==> src/rtl/mem_port_arbiter_pkg.sv <==
// Shared encodings for the unified memory port arbiter: FSM states,
// last-grant owner and the default address/data width.
package mem_port_arbiter_pkg;

  localparam int DEFAULT_W = 16;

  localparam logic [1:0] ST_IDLE    = 2'd0;
  localparam logic [1:0] ST_BUSY_IF = 2'd1;
  localparam logic [1:0] ST_BUSY_D  = 2'd2;

  localparam logic LG_FETCH = 1'b0;
  localparam logic LG_DATA  = 1'b1;

endpackage

==> src/rtl/mem_port_arbiter.sv <==
// Arbitrates the single memory port between instruction fetch and data access,
// holds the winner's request on the bus for MEM_LAT cycles and returns a one-cycle ack.
module mem_port_arbiter
  import mem_port_arbiter_pkg::*;
#(
  parameter int W       = DEFAULT_W,
  parameter int MEM_LAT = 2
)
(
  input  logic         i_clk,
  input  logic         i_rst,
  input  logic         i_if_req,
  input  logic [W-1:0] i_if_addr,
  output logic         o_if_ack,
  output logic [W-1:0] o_if_rdata,
  input  logic         i_d_req,
  input  logic         i_d_we,
  input  logic [W-1:0] i_d_addr,
  input  logic [W-1:0] i_d_wdata,
  output logic         o_d_ack,
  output logic [W-1:0] o_d_rdata,
  output logic         o_mem_en,
  output logic         o_mem_we,
  output logic [W-1:0] o_mem_addr,
  output logic [W-1:0] o_mem_wdata,
  input  logic [W-1:0] i_mem_rdata,
  output logic         o_stall_if,
  output logic         o_stall_pipe
);

  localparam int               CNT_W    = $clog2(MEM_LAT + 1);
  localparam logic [CNT_W-1:0] CNT_LOAD = CNT_W'(MEM_LAT - 1);
  localparam logic [CNT_W-1:0] CNT_ONE  = CNT_W'(1);

  logic [1:0]       r_state;
  logic             r_last_grant;
  logic [CNT_W-1:0] r_cnt;
  logic [W-1:0]     r_addr;
  logic [W-1:0]     r_wdata;
  logic             r_we;
  logic [W-1:0]     r_if_rdata;
  logic [W-1:0]     r_d_rdata;
  logic             r_if_ack;
  logic             r_d_ack;

  logic w_idle;
  logic w_if_elig;
  logic w_d_elig;
  logic w_grant_if;
  logic w_grant_d;

  // A requester being acked this cycle is still holding its request; it must not win again.
  assign w_idle     = (r_state == ST_IDLE);
  assign w_if_elig  = i_if_req & ~r_if_ack;
  assign w_d_elig   = i_d_req  & ~r_d_ack;
  assign w_grant_d  = w_idle & w_d_elig & (~w_if_elig | (r_last_grant == LG_FETCH));
  assign w_grant_if = w_idle & w_if_elig & ~w_grant_d;

  always_ff @(posedge i_clk or posedge i_rst) begin
    if (i_rst) begin
      r_state      <= ST_IDLE;
      r_last_grant <= LG_FETCH;
      r_cnt        <= '0;
      r_addr       <= '0;
      r_wdata      <= '0;
      r_we         <= 1'b0;
      r_if_rdata   <= '0;
      r_d_rdata    <= '0;
      r_if_ack     <= 1'b0;
      r_d_ack      <= 1'b0;
    end else begin
      r_if_ack <= 1'b0;
      r_d_ack  <= 1'b0;
      case (r_state)
        ST_IDLE: begin
          if (w_grant_d) begin
            r_state      <= ST_BUSY_D;
            r_addr       <= i_d_addr;
            r_we         <= i_d_we;
            r_wdata      <= i_d_wdata;
            r_cnt        <= CNT_LOAD;
            r_last_grant <= LG_DATA;
          end else if (w_grant_if) begin
            r_state      <= ST_BUSY_IF;
            r_addr       <= i_if_addr;
            r_we         <= 1'b0;
            r_cnt        <= CNT_LOAD;
            r_last_grant <= LG_FETCH;
          end
        end
        ST_BUSY_IF, ST_BUSY_D: begin
          if (r_cnt == '0) begin
            r_state <= ST_IDLE;
            if (r_state == ST_BUSY_IF) begin
              r_if_rdata <= i_mem_rdata;
              r_if_ack   <= 1'b1;
            end else begin
              // Writes leave the previously returned read data visible.
              if (!r_we) begin
                r_d_rdata <= i_mem_rdata;
              end
              r_d_ack <= 1'b1;
            end
          end else begin
            r_cnt <= r_cnt - CNT_ONE;
          end
        end
        default: r_state <= ST_IDLE;
      endcase
    end
  end

  assign o_mem_en     = ~w_idle;
  assign o_mem_we     = (r_state == ST_BUSY_D) & r_we;
  assign o_mem_addr   = r_addr;
  assign o_mem_wdata  = r_wdata;

  assign o_if_ack     = r_if_ack;
  assign o_if_rdata   = r_if_rdata;
  assign o_d_ack      = r_d_ack;
  assign o_d_rdata    = r_d_rdata;

  assign o_stall_if   = i_if_req & ~r_if_ack;
  assign o_stall_pipe = i_d_req  & ~r_d_ack;

endmodule

==> config.mk <==
export PLATFORM = sky130hd
export DESIGN_NAME = mem_port_arbiter
export DESIGN_NICKNAME = d
export VERILOG_FILES = /design/src/rtl/mem_port_arbiter_pkg.sv /design/src/rtl/mem_port_arbiter.sv
export SDC_FILE = /design/constraint.sdc
export NUM_CORES = 1
export LEC_CHECK = 0
export BUFFER_PORTS_ARGS = -buffer_cell sky130_fd_sc_hd__buf_4
export CAP_MARGIN = 20
export CORE_MARGIN = 2
export CORE_UTILIZATION = 51
export CTS_CLUSTER_DIAMETER = 80
export DETAILED_ROUTE_END_ITERATION = 7
export PLACE_DENSITY = 0.84
export SKIP_CTS_REPAIR_TIMING = 1
export SYNTH_ARGS = -nofsm -noshare
export SYNTH_HDL_FRONTEND = slang
export SYNTH_SLANG_ARGS = --single-unit
==> constraint.sdc <==
create_clock -name i_clk -period 4.3 [get_ports i_clk]
set_input_delay 0.215 -clock i_clk [delete_from_list [all_inputs] [get_ports i_clk]]
set_output_delay 0.215 -clock i_clk [all_outputs]
set_load 0.05 [all_outputs]
Yosys cells after proc, flatten, opt, wreduce, memory -nomap -nowiden
Cells that the tools add are included.
- latch bits: 0
- memory bits (writable): 0
- memories kept: 0
- output and inout port bits: 70
- logic and storage cells: 61
- input port bits: 69
- flip-flop bits (word level): 72
- ROM bits: 0
- reduce and logical (&&, ||, !) cells: 11
- $add $sub $neg: 1
- eq/ne operators: 5
- order comparisons: 0
- muxes and demuxes: 18
- $mul: 0
- shifts and indexed selects: 0
- div/mod/pow operators: 0
- bitwise operators: 16
- operator list (operator ; number):
    2-to-1 mux 16 bit ; 2
    2-to-1 mux 2 bit ; 5
    2-to-1 mux 1 bit ; 9
    NOT 1 bit ; 8
    case mux 2 bit (2 select lines) ; 2
    AND 1 bit ; 7
    AND reduction 2 bit ; 3
    AND reduction 3 bit ; 2
    logical NOT 2 bit ; 2
    != test 2 bit, second input constant ; 2
    AND reduction 4 bit ; 1
    nonzero test 2 bit ; 2
    != test 3 x 1 -> 1 bit, second input constant ; 1
    equality test 2 x 1 -> 1 bit, second input constant ; 1
    equality test 2 bit, second input constant ; 1
    OR reduction 2 bit ; 1
    subtractor 2 x 1 -> 2 bit, second input constant ; 1
    bitwise OR 1 bit ; 1

Logic depth before layout (Yosys ltp)
Gate-level depths: netlist of run 1.
- depth in word-level cells: 10
- depth in mapped cells: 6
- gate-level depth less buffers: 5

Worst setup path before layout of run 1
OpenSTA, ideal clock, no wires.
- path type: flip-flop to flip-flop
- start point: register r_if_ack, in the netlist o_if_ack
- end point: register r_wdata[10], in the netlist o_mem_wdata[10]
- period minus slack after synthesis: 1.885 ns
- data required time: 4.173 ns
- setup time: 0.127 ns
- slack: 2.415 ns
- path buffers: 1
- stages on the path, launching flop included: 6
- arrival: 1.758 ns
- cell sequence: dfrtp_1 -> nand2b_2 -> inv_2 -> a21oi_4 -> buf_6 -> mux2_1
- cells in the longest elaborated chain, start to end: 6
- ends and longest elaborated chain (what ; RTL line ; source):
    from (decl) ; mem_port_arbiter.sv:43 ; logic r_if_ack;
    from (signal assigned) ; mem_port_arbiter.sv:69 ; r_if_ack <= 1'b0;
    from (signal assigned) ; mem_port_arbiter.sv:72 ; r_if_ack <= 1'b0;
    from (signal assigned) ; mem_port_arbiter.sv:96 ; r_if_ack <= 1'b1;
    NOT 1 bit ; n/a ;
    AND 1 bit ; n/a ;
    via o_stall_if ; mem_port_arbiter.sv:27 ; output logic o_stall_if,
    NOT 1 bit ; mem_port_arbiter.sv:56 ; assign w_grant_d = w_idle & w_d_elig & (~w_if_elig | (r_last_grant == LG_FETCH));
    bitwise OR 1 bit ; mem_port_arbiter.sv:56 ;
    AND 1 bit ; mem_port_arbiter.sv:56 ;
    AND reduction 2 bit (no line) ; n/a ;
    to (signal assigned) ; mem_port_arbiter.sv:80 ; r_wdata <= i_d_wdata;
    to (decl) ; mem_port_arbiter.sv:39 ; logic [W-1:0] r_wdata;
The timed path passes the listed nets, and every way through them passes these cells.
A chain may end at the register's enable or synchronous reset.

Worst setup path in the final report of run 1
- start point: register r_state[0]
- end point: register r_d_rdata[7], in the netlist o_d_rdata[7]
- cells in the longest elaborated chain, start to end: 3
- elaborated cells on any way between the ends: 5
- classes of those cells: 2 x eq/ne; 1 x bitwise; 2 x reduce/logical
- ends and longest elaborated chain (what ; RTL line ; source):
    from (decl) ; mem_port_arbiter.sv:35 ; logic [1:0] r_state;
    from (signal assigned) ; mem_port_arbiter.sv:61 ; r_state <= ST_IDLE;
    from (signal assigned) ; mem_port_arbiter.sv:77 ; r_state <= ST_BUSY_D;
    from (signal assigned) ; mem_port_arbiter.sv:84 ; r_state <= ST_BUSY_IF;
    equality test 2 x 1 -> 1 bit or equality test 2 bit (tied branches) ; mem_port_arbiter.sv:74, mem_port_arbiter.sv:94 ;
    OR reduction 2 bit or NOT 1 bit (tied branches) ; n/a ;
    AND reduction 4 bit (no line) * ; n/a ;
    to (signal assigned) ; mem_port_arbiter.sv:100 ; r_d_rdata <= i_mem_rdata;
    to (decl) ; mem_port_arbiter.sv:42 ; logic [W-1:0] r_d_rdata;
Mark *: on every way between the ends. The rest lies on a longest branch, timed or not.

==> results.cfg, run 1 <==
[sta]
rsz0062_at_grt = false
period_needed_ps = 2110
finalSetupViolCount = 0
finalClockSkew_ps = 8.01
slew_violations = 0
holdWs_ps = -30.3
hold_viol = 32
worstMarginPinSlew_ps = 792
finalCritPeriodShare = 0.491
final.setup.tns_ps = 0
fmax_mhz = 474
slew_headroom = 0.470

[worst_setup_path]
arrival_ps = 2330
critPathBufInv = 1
end_kind = flip-flop
cp_slowest_cell = nor3_4
start_kind = flip-flop
worstPathMaxFanout = 16
crit_family = simple AND/OR/NAND/NOR gates
path_class = reg -> reg
max_stage_delay_ps = 620
path_cells = inv_1 -> ha_1 -> nand2_2 -> nor3_4 -> mux2_2
required_ps = 4520

[floorplan]
rows = 28
fp.dieH_um = 83.1
io_pins = 139
initial_core_util = 0.533
die_area_um2 = 6910
fp.dieW_um = 83.1
fp.coreArea_um2 = 5990

[finish]
drive_gt1_frac = 0.552
areaGrowthSynthToFinish_pct = 40.6
nNetsFinal = 455
antenna_cells = 0

[synthesis]
synthCells = 238
syn_area_per_cell_um2 = 13.4
synth-warning-count = 0
async_reset_ff_frac = 1.00
synth.distinct_cells = 38
ys_ff_latch = 72
syn-cell-area_um2 = 3190
synth_edf_count = 0
ys_seq_area_frac = 0.564
syn_nets = 312
ys.flop_type = dfrtp_1

[grt]
overflow = 0
grtUsageTotal = 0.218
grt_pass1_wl_um = 12100
antenna_found_initial = 0
grt_pass1_vias = 2495
grt_max_degree = 41

[clock_network]
clock_latency_ps = 340
cts_root_buf = clkbuf_8
cts_tree = yes
cts_buffer_depth = 2
cts_sinks = 72
cts_inserted_buffers = 9
htreeDepth = 3
clkTransAtPathRegs_ps = 70

[routing]
wire_per_inst_um = 16.0
drt_iter0_markers = 73
antenna_left = 0
drt_pass1_iterations = 4
routed_wl_um = 7370
viasPerCell = 5.21
drc = 0
vias = 2404

[job]
maxCapViolations = 0

[hold_path]
min_path_type = in -> async

[placed_design]
dp_hpwl_um = 5500
io_buffers = 138
gp_congestion = 0.813

[outcome]
status = finished with violations
violations = negative hold slack
==> registers in the layout, indices dropped and copies added, names as in the netlist <==
signal / flops
r_last_grant: 1
o_if_ack: 1
o_d_ack: 1
r_cnt: 2
r_we: 1
o_d_rdata: 16
o_mem_wdata: 16
o_mem_addr: 16
r_state: 2
o_if_rdata: 16
==> kinds of logic (layout without fill, tap and decap cells) <==
| group | count (synthesis) | in the layout | synth area share |
|---|---|---|---|
| buffers and inverters | 49 | 197 | 0.0690 |
| AO/OA/AOI/OAI | 29 | 29 | 0.0991 |
| AND/OR/NAND/NOR | 34 | 34 | 0.0756 |
| multiplexers | 49 | 49 | 0.172 |
| adder cells (fa/ha/maj) | 5 | 5 | 0.0196 |
| flip-flops | 72 | 72 | 0.564 |
==> worst paths after layout <==
| path | startpoint | to | slack, ps | depth (start not counted) |
|---|---|---|---|---|
| worst max-delay path | r_state[0] | o_d_rdata[7] | 2190 | 5 |
| worst min register to register | o_mem_wdata[1] | o_mem_wdata[1] | 490 | 1 |
| min in group i_clk | i_d_wdata[2] | o_mem_wdata[2] | 90 | 2 |
| worst max register to register | r_state[0] | o_d_rdata[7] | 2190 | 5 |
| max in group asynchronous | i_rst | o_mem_addr[5] | 3370 | 3 |
| worst min-delay path | i_rst | o_if_rdata[15] | -30 | 2 |
==> synth_stat cells, types with 2 or more instances <==
master,n,area share
buf_2,2,0.0031
dfrtp_1,72,0.56
a21oi_1,2,0.0031
ha_1,5,0.020
inv_1,40,0.047
a221oi_1,6,0.016
a311oi_1,2,0.0055
nor3_1,16,0.025
o21ai_0,2,0.0031
nand2_1,2,0.0024
mux2_2,36,0.13
buf_6,4,0.014
mux2_1,12,0.042
a221oi_2,10,0.047
nor2_1,4,0.0047
==> per-stage QoR <==
stage	hold slack, ps	setup slack (ps)	util	area, um2	cells
2_1_floorplan	346	2260	-	3190	238
3_3_place_gp	356	1990	0.712	4260	444
3_5_place_dp	363	1930	0.712	4260	444
4_1_cts	-14.5	1920	0.746	4470	460
5_1_grt	29.7	2030	0.750	4490	461
6_report	-30.3	2190	0.750	4490	461
==> cell usage in the layout, fill, tap and decap left out, drive strengths merged, types with 2 or more instances in the layout <==
cell and instances:
nand2 3, o21ai 2, dfrtp 72, a221oi 16
buf 140, clkbuf 12, nand3b 2, mux2 48
nand2b 2, nor3 17, a311oi 2, ha 5
inv 42, nor2 4, a21oi 3
==> area by class of cell <==
type / instances / area (um2)
Tap cell: 75 / 93.8
Clock inverter: 4 / 51.3
Timing Repair Buffer: 140 / 1060
Clock buffer: 12 / 155
Multi-Input combinational cell: 117 / 1170
Inverter: 41 / 154
Fill cell: 421 / 1500
Sequential cell: 72 / 1800
==> layer usage <==
metal,wire [um],part of all wire,track usage,up-vias
met3,610,0.083,0.0646,12
met4,152,0.021,0.0879,0
met1,2990,0.41,0.280,1169
met5,0,0,0,-
met2,3620,0.49,0.349,114
li1,-,-,-,1109
Power of run 1 is left out: the tool's default activity adds up to more than one toggle a clock period on the data nets, which glitch-free logic cannot reach.
==> run 2: changes to the inputs <==
Settings changed: ABC_AREA set to 1, CORE_UTILIZATION 51 to 47, PLACE_DENSITY 0.84 to 0.79.
Clock period 4.3 ns to 2.06 ns, I/O delays scaled along.
==> results.cfg, run 2 <==
[clock_network]
clkTransAtPathRegs_ps = 70
htreeDepth = 3
cts_tree = yes
cts_sinks = 72
cts_inserted_buffers = 9
clock_latency_ps = 330
cts_root_buf = clkbuf_8
cts_buffer_depth = 2

[grt]
grt_pass1_vias = 2893
grt_pass1_wl_um = 13000
overflow = 0
grtUsageTotal = 0.223
grt_max_degree = 39
antenna_found_initial = 0

[worst_setup_path]
crit_family = simple AND/OR/NAND/NOR gates
max_stage_delay_ps = 400
path_class = reg -> reg
r2r-end = o_mem_addr[1]
cp_slowest_cell = dfrtp_1
r2r_start = r_state[1]
end_kind = flip-flop
critPathBufInv = 3
arrival_ps = 2060
rrSetupSlack_ps = 260
worstPathMaxFanout = 22
r2r_cells = 10
start_kind = flip-flop
path_cells = inv_1 -> ha_1 -> inv_2 -> nor2_8 -> nand2_4 -> nand2_2 -> nand2_4 -> inv_4 -> nand2_1 -> nand2_1
required_ps = 2320

[placed_design]
gp_congestion = 0.785
dp_hpwl_um = 5810
io_buffers = 138
place_ws_ps = 295

[routing]
antenna_left = 0
vias = 2959
routed_wl_um = 8180
drt_pass1_iterations = 5
wire_per_inst_um = 13.5
viasPerCell = 4.89
drc = 0
drt_iter0_markers = 111

[sta]
hold_viol = 3
holdWs_ps = -12.3
final.setup.tns_ps = 0
finalSetupViolCount = 0
layout_setup_ws_ps = 263
slew_headroom = 0.719
period_needed_ps = 1800
slew_violations = 0
rsz0062_at_grt = false
fmax_mhz = 556
finalClockSkew_ps = 6.67
finalCritPeriodShare = 0.872
worstMarginPinSlew_ps = 421

[synthesis]
synth_edf_count = 0
ys.flop_type = dfrtp_1
yosysTopAreaCellShare = 0.582
synth.distinct_cells = 19
async_reset_ff_frac = 1.00
synthCells = 369
syn_area_per_cell_um2 = 8.39
yosysTopAreaCell = dfrtp_1
synth-warning-count = 0
ys_seq_area_frac = 0.582
syn_nets = 443
ys_ff_latch = 72
synth_commonest_cells = nand2_1 (183), dfrtp_1 (72), o21ai_0 (32), inv_1 (29), nand3_1 (19)
yosysMostFrequentCell = nand2_1
synth.area.top_cells = dfrtp_1 (58%), nand2_1 (22%), o21ai_0 (5.2%), inv_1 (3.5%), nand3_1 (3.1%)
syn-cell-area_um2 = 3100

[floorplan]
die_area_um2 = 7250
initial_core_util = 0.488
io_pins = 139
fp.coreArea_um2 = 6350
rows = 29
fp.dieW_um = 85.2
fp.dieH_um = 85.2

[hold_path]
hold_depth = 3
min_from = i_d_we
hold_end = r_we
min_path_type = in -> reg

[power_and_ir_drop]
p_per_area_nw_per_um2 = 1950
leakagePower_nw = 2.64
power_mw = 8.89
peakVddDrop_v = 0.00123

[finish]
final_common_cell = nand2_1
final_cell_mix = nand2_1 (183), buf_4 (143), dfrtp_1 (72)
drive_gt1_frac = 0.318
nNetsFinal = 599
areaGrowthSynthToFinish_pct = 47.2
antenna_cells = 0

[outcome]
violations = negative hold slack
status = finished with violations

[job]
maxCapViolations = 0
==> run 2: worst max path at each step <==
| stage | slack [ps] | endpoint | depth (start not counted) | from |
|---|---|---|---|---|
| finish | 260 | o_mem_addr[1] | 10 | r_state[1] |
| global route | 120 | o_mem_addr[1] | 10 | r_state[0] |
| CTS | 250 | o_mem_addr[1] | 10 | r_state[0] |
| detailed placement | 290 | o_mem_addr[0] | 10 | r_state[0] |
| global placement | 380 | o_mem_addr[3] | 10 | r_state[0] |
| floorplan | 130 | o_d_ack | 1 | i_rst |
==> run 2: kinds of logic after synthesis <==
group	Yosys count	share of synthesized area
adders and majority gates	5	0.0202
AOI/OAI and AO/OA	33	0.0533
DFF	72	0.582
and+or+nand+nor	213	0.284
buffers and inverters	46	0.0610
==> run 2: cell type report <==
cell class	count	area, um2
Tap cell	77	96.3
Clock inverter	3	43.8
Clock buffer	11	141
Timing Repair Buffer	159	1240
Multi-Input combinational cell	251	1110
Inverter	32	123
Fill cell	484	1790
Sequential cell	72	1800
==> run 2: stage by stage <==
step	utilization	hold WS (ps)	instances	area, um2
global route	0.718	0.652	605	4560
CTS	0.694	-236	590	4410
global placement	0.665	125	576	4220
finish	0.718	-12.3	605	4560
floorplan	-	213	369	3100
detailed placement	0.665	132	576	4220
==> run 2: tightest hold or removal path, delay by kind of cell <==
| kind | cells | cell delay (ps) |
|---|---|---|
| and+or+nand+nor | 2 | 90 |
| buffers and inverters | 1 | 80 |
==> run 2: routing by layer <==
layer | wire [um] | GRT usage | vias to the layer above | share of wire
li1 | - | - | 1446 | -
met1 | 3290 | 0.290 | 1358 | 0.40
met2 | 3950 | 0.362 | 135 | 0.48
met3 | 794 | 0.0632 | 20 | 0.097
met4 | 148 | 0.0750 | 0 | 0.018
met5 | 0 | 0 | - | 0
==> run 2: where the power goes <==
group | internal, mW | leakage, nW | switching [mW]
Sequential | 2.11 | 0.887 | 0.412
Combinational | 1.52 | 1.66 | 3.79
Clock | 0.580 | 0.0952 | 0.485
No activity file was read; power rests on OpenSTA's default activity.
==> run 3: changes to the inputs <==
Settings changed: ABC_AREA 1 to 0, PLACE_DENSITY 0.79 to 0.78.
==> results.cfg, run 3 (same netlist as run 1, synthesis figures left out) <==
[sta]
hold_viol = 0
period_needed_ps = 1800
finalSetupViolCount = 0
layout_setup_ws_ps = 264
holdWs_ps = 10.8
slew_violations = 0
finalClockSkew_ps = 8.55
finalCritPeriodShare = 0.872
fmax_mhz = 557
worstMarginPinSlew_ps = 626
rsz0062_at_grt = false
slew_headroom = 0.583
final.setup.tns_ps = 0

[hold_path]
min_path_type = in -> reg
hold_end = o_d_rdata[7]
min_from = i_mem_rdata[7]
hold_depth = 2

[clock_network]
cts_tree = yes
htreeDepth = 3
cts_root_buf = clkbuf_8
cts_inserted_buffers = 9
cts_buffer_depth = 2
clock_latency_ps = 330
cts_sinks = 72
clkTransAtPathRegs_ps = 70

[routing]
antenna_left = 0
drc = 0
vias = 2481
drt_iter0_markers = 77
wire_per_inst_um = 15.5
drt_pass1_iterations = 4
viasPerCell = 5.01
routed_wl_um = 7660

[floorplan]
initial_core_util = 0.478
fp.coreArea_um2 = 6680
fp.dieW_um = 86.4
fp.dieH_um = 86.4
die_area_um2 = 7470
io_pins = 139
rows = 30

[grt]
grt_pass1_vias = 2520
grtUsageTotal = 0.203
overflow = 0
grt_pass1_wl_um = 11800
grt_max_degree = 51
antenna_found_initial = 0

[worst_setup_path]
end_kind = flip-flop
r2r_start = r_state[0]
required_ps = 2280
r2r_cells = 6
worstPathMaxFanout = 29
rrSetupSlack_ps = 260
r2r-end = o_mem_wdata[12]
arrival_ps = 2010
path_class = reg -> reg
start_kind = flip-flop

[finish]
final_common_cell = buf_4
stdcell_count = 495
nNetsFinal = 485
final_cell_mix = buf_4 (144), dfrtp_1 (72), inv_1 (39)
drive_gt1_frac = 0.528
antenna_cells = 0
final_util = 0.722
design_area_um2 = 4820
areaGrowthSynthToFinish_pct = 51.0
n_fill_cell = 512

[power_and_ir_drop]
power_mw = 9.30
leakagePower_nw = 2.41
peakVddDrop_v = 0.00112
p_per_area_nw_per_um2 = 1930

[placed_design]
dp.cells = 456
gp_congestion = 0.803
io_buffers = 138
dp_hpwl_um = 5430
place_ws_ps = 255
placed_cell_area_um2 = 4350

[job]
maxCapViolations = 0

[outcome]
status = complete, no violations
run 3: cell types whose count changed in the layout (fill, tap and decap cells not counted), moves of 2 or more:
cell / previous run / this run
a221oi_1: 0 / 6
bufinv_16: 1 / 3
nand3_1: 19 / 0
nand2_1: 183 / 2
nand2_4: 2 / 0
inv_1: 28 / 39
o21ai_0: 32 / 2
dlygate4sd3_1: 15 / 24
a311oi_1: 0 / 2
nor3_1: 0 / 16
mux2_1: 0 / 12
a221oi_2: 0 / 10
mux2_2: 0 / 36
run 3: worst max-delay path, stage by stage (launching register included):
cell and delay [ps]:
dfrtp_1 390, inv_1 110, ha_1 290, nand3b_4 130, a21oi_4 160, buf_12 230, mux2_2 360
run 3: cell type report:
cell class              instances  area [um2]  area share
clock buffers                   9         124      0.0257
clock inverters                 6         109      0.0226
inverters                      41         154      0.0319
multi-input cells             117        1170       0.243
flip-flops and latches         72        1800       0.374
well taps                      80         100      0.0208
repair buffers                170        1360       0.282
run 3: report_power, final:
part	switching [mW]	internal, mW
registers	0.405	2.12
clock network	0.511	0.796
logic	3.57	1.89
total	4.49	4.81
run 3: worst max-delay path by stage:
stage,start,endpoint,slack [ps],depth (start not counted)
floorplan,i_rst,o_d_ack,130,1
detailed placement,r_state[0],o_mem_wdata[12],260,6
CTS,r_state[0],o_mem_wdata[12],260,6
global placement,r_state[0],o_mem_wdata[12],330,6
finish,r_state[0],o_mem_wdata[12],260,6
global route,r_state[0],o_mem_wdata[12],170,6
run 3: per-layer routing:
| metal | GRT usage | up-vias | part of all wire | wire, um |
|---|---|---|---|---|
| met2 | 0.343 | 100 | 0.49 | 3780 |
| li1 | - | 1172 | - | - |
| met3 | 0.0686 | 8 | 0.087 | 668 |
| met5 | 0 | - | 0 | 0 |
| met1 | 0.254 | 1201 | 0.41 | 3130 |
| met4 | 0.0440 | 0 | 0.011 | 83 |
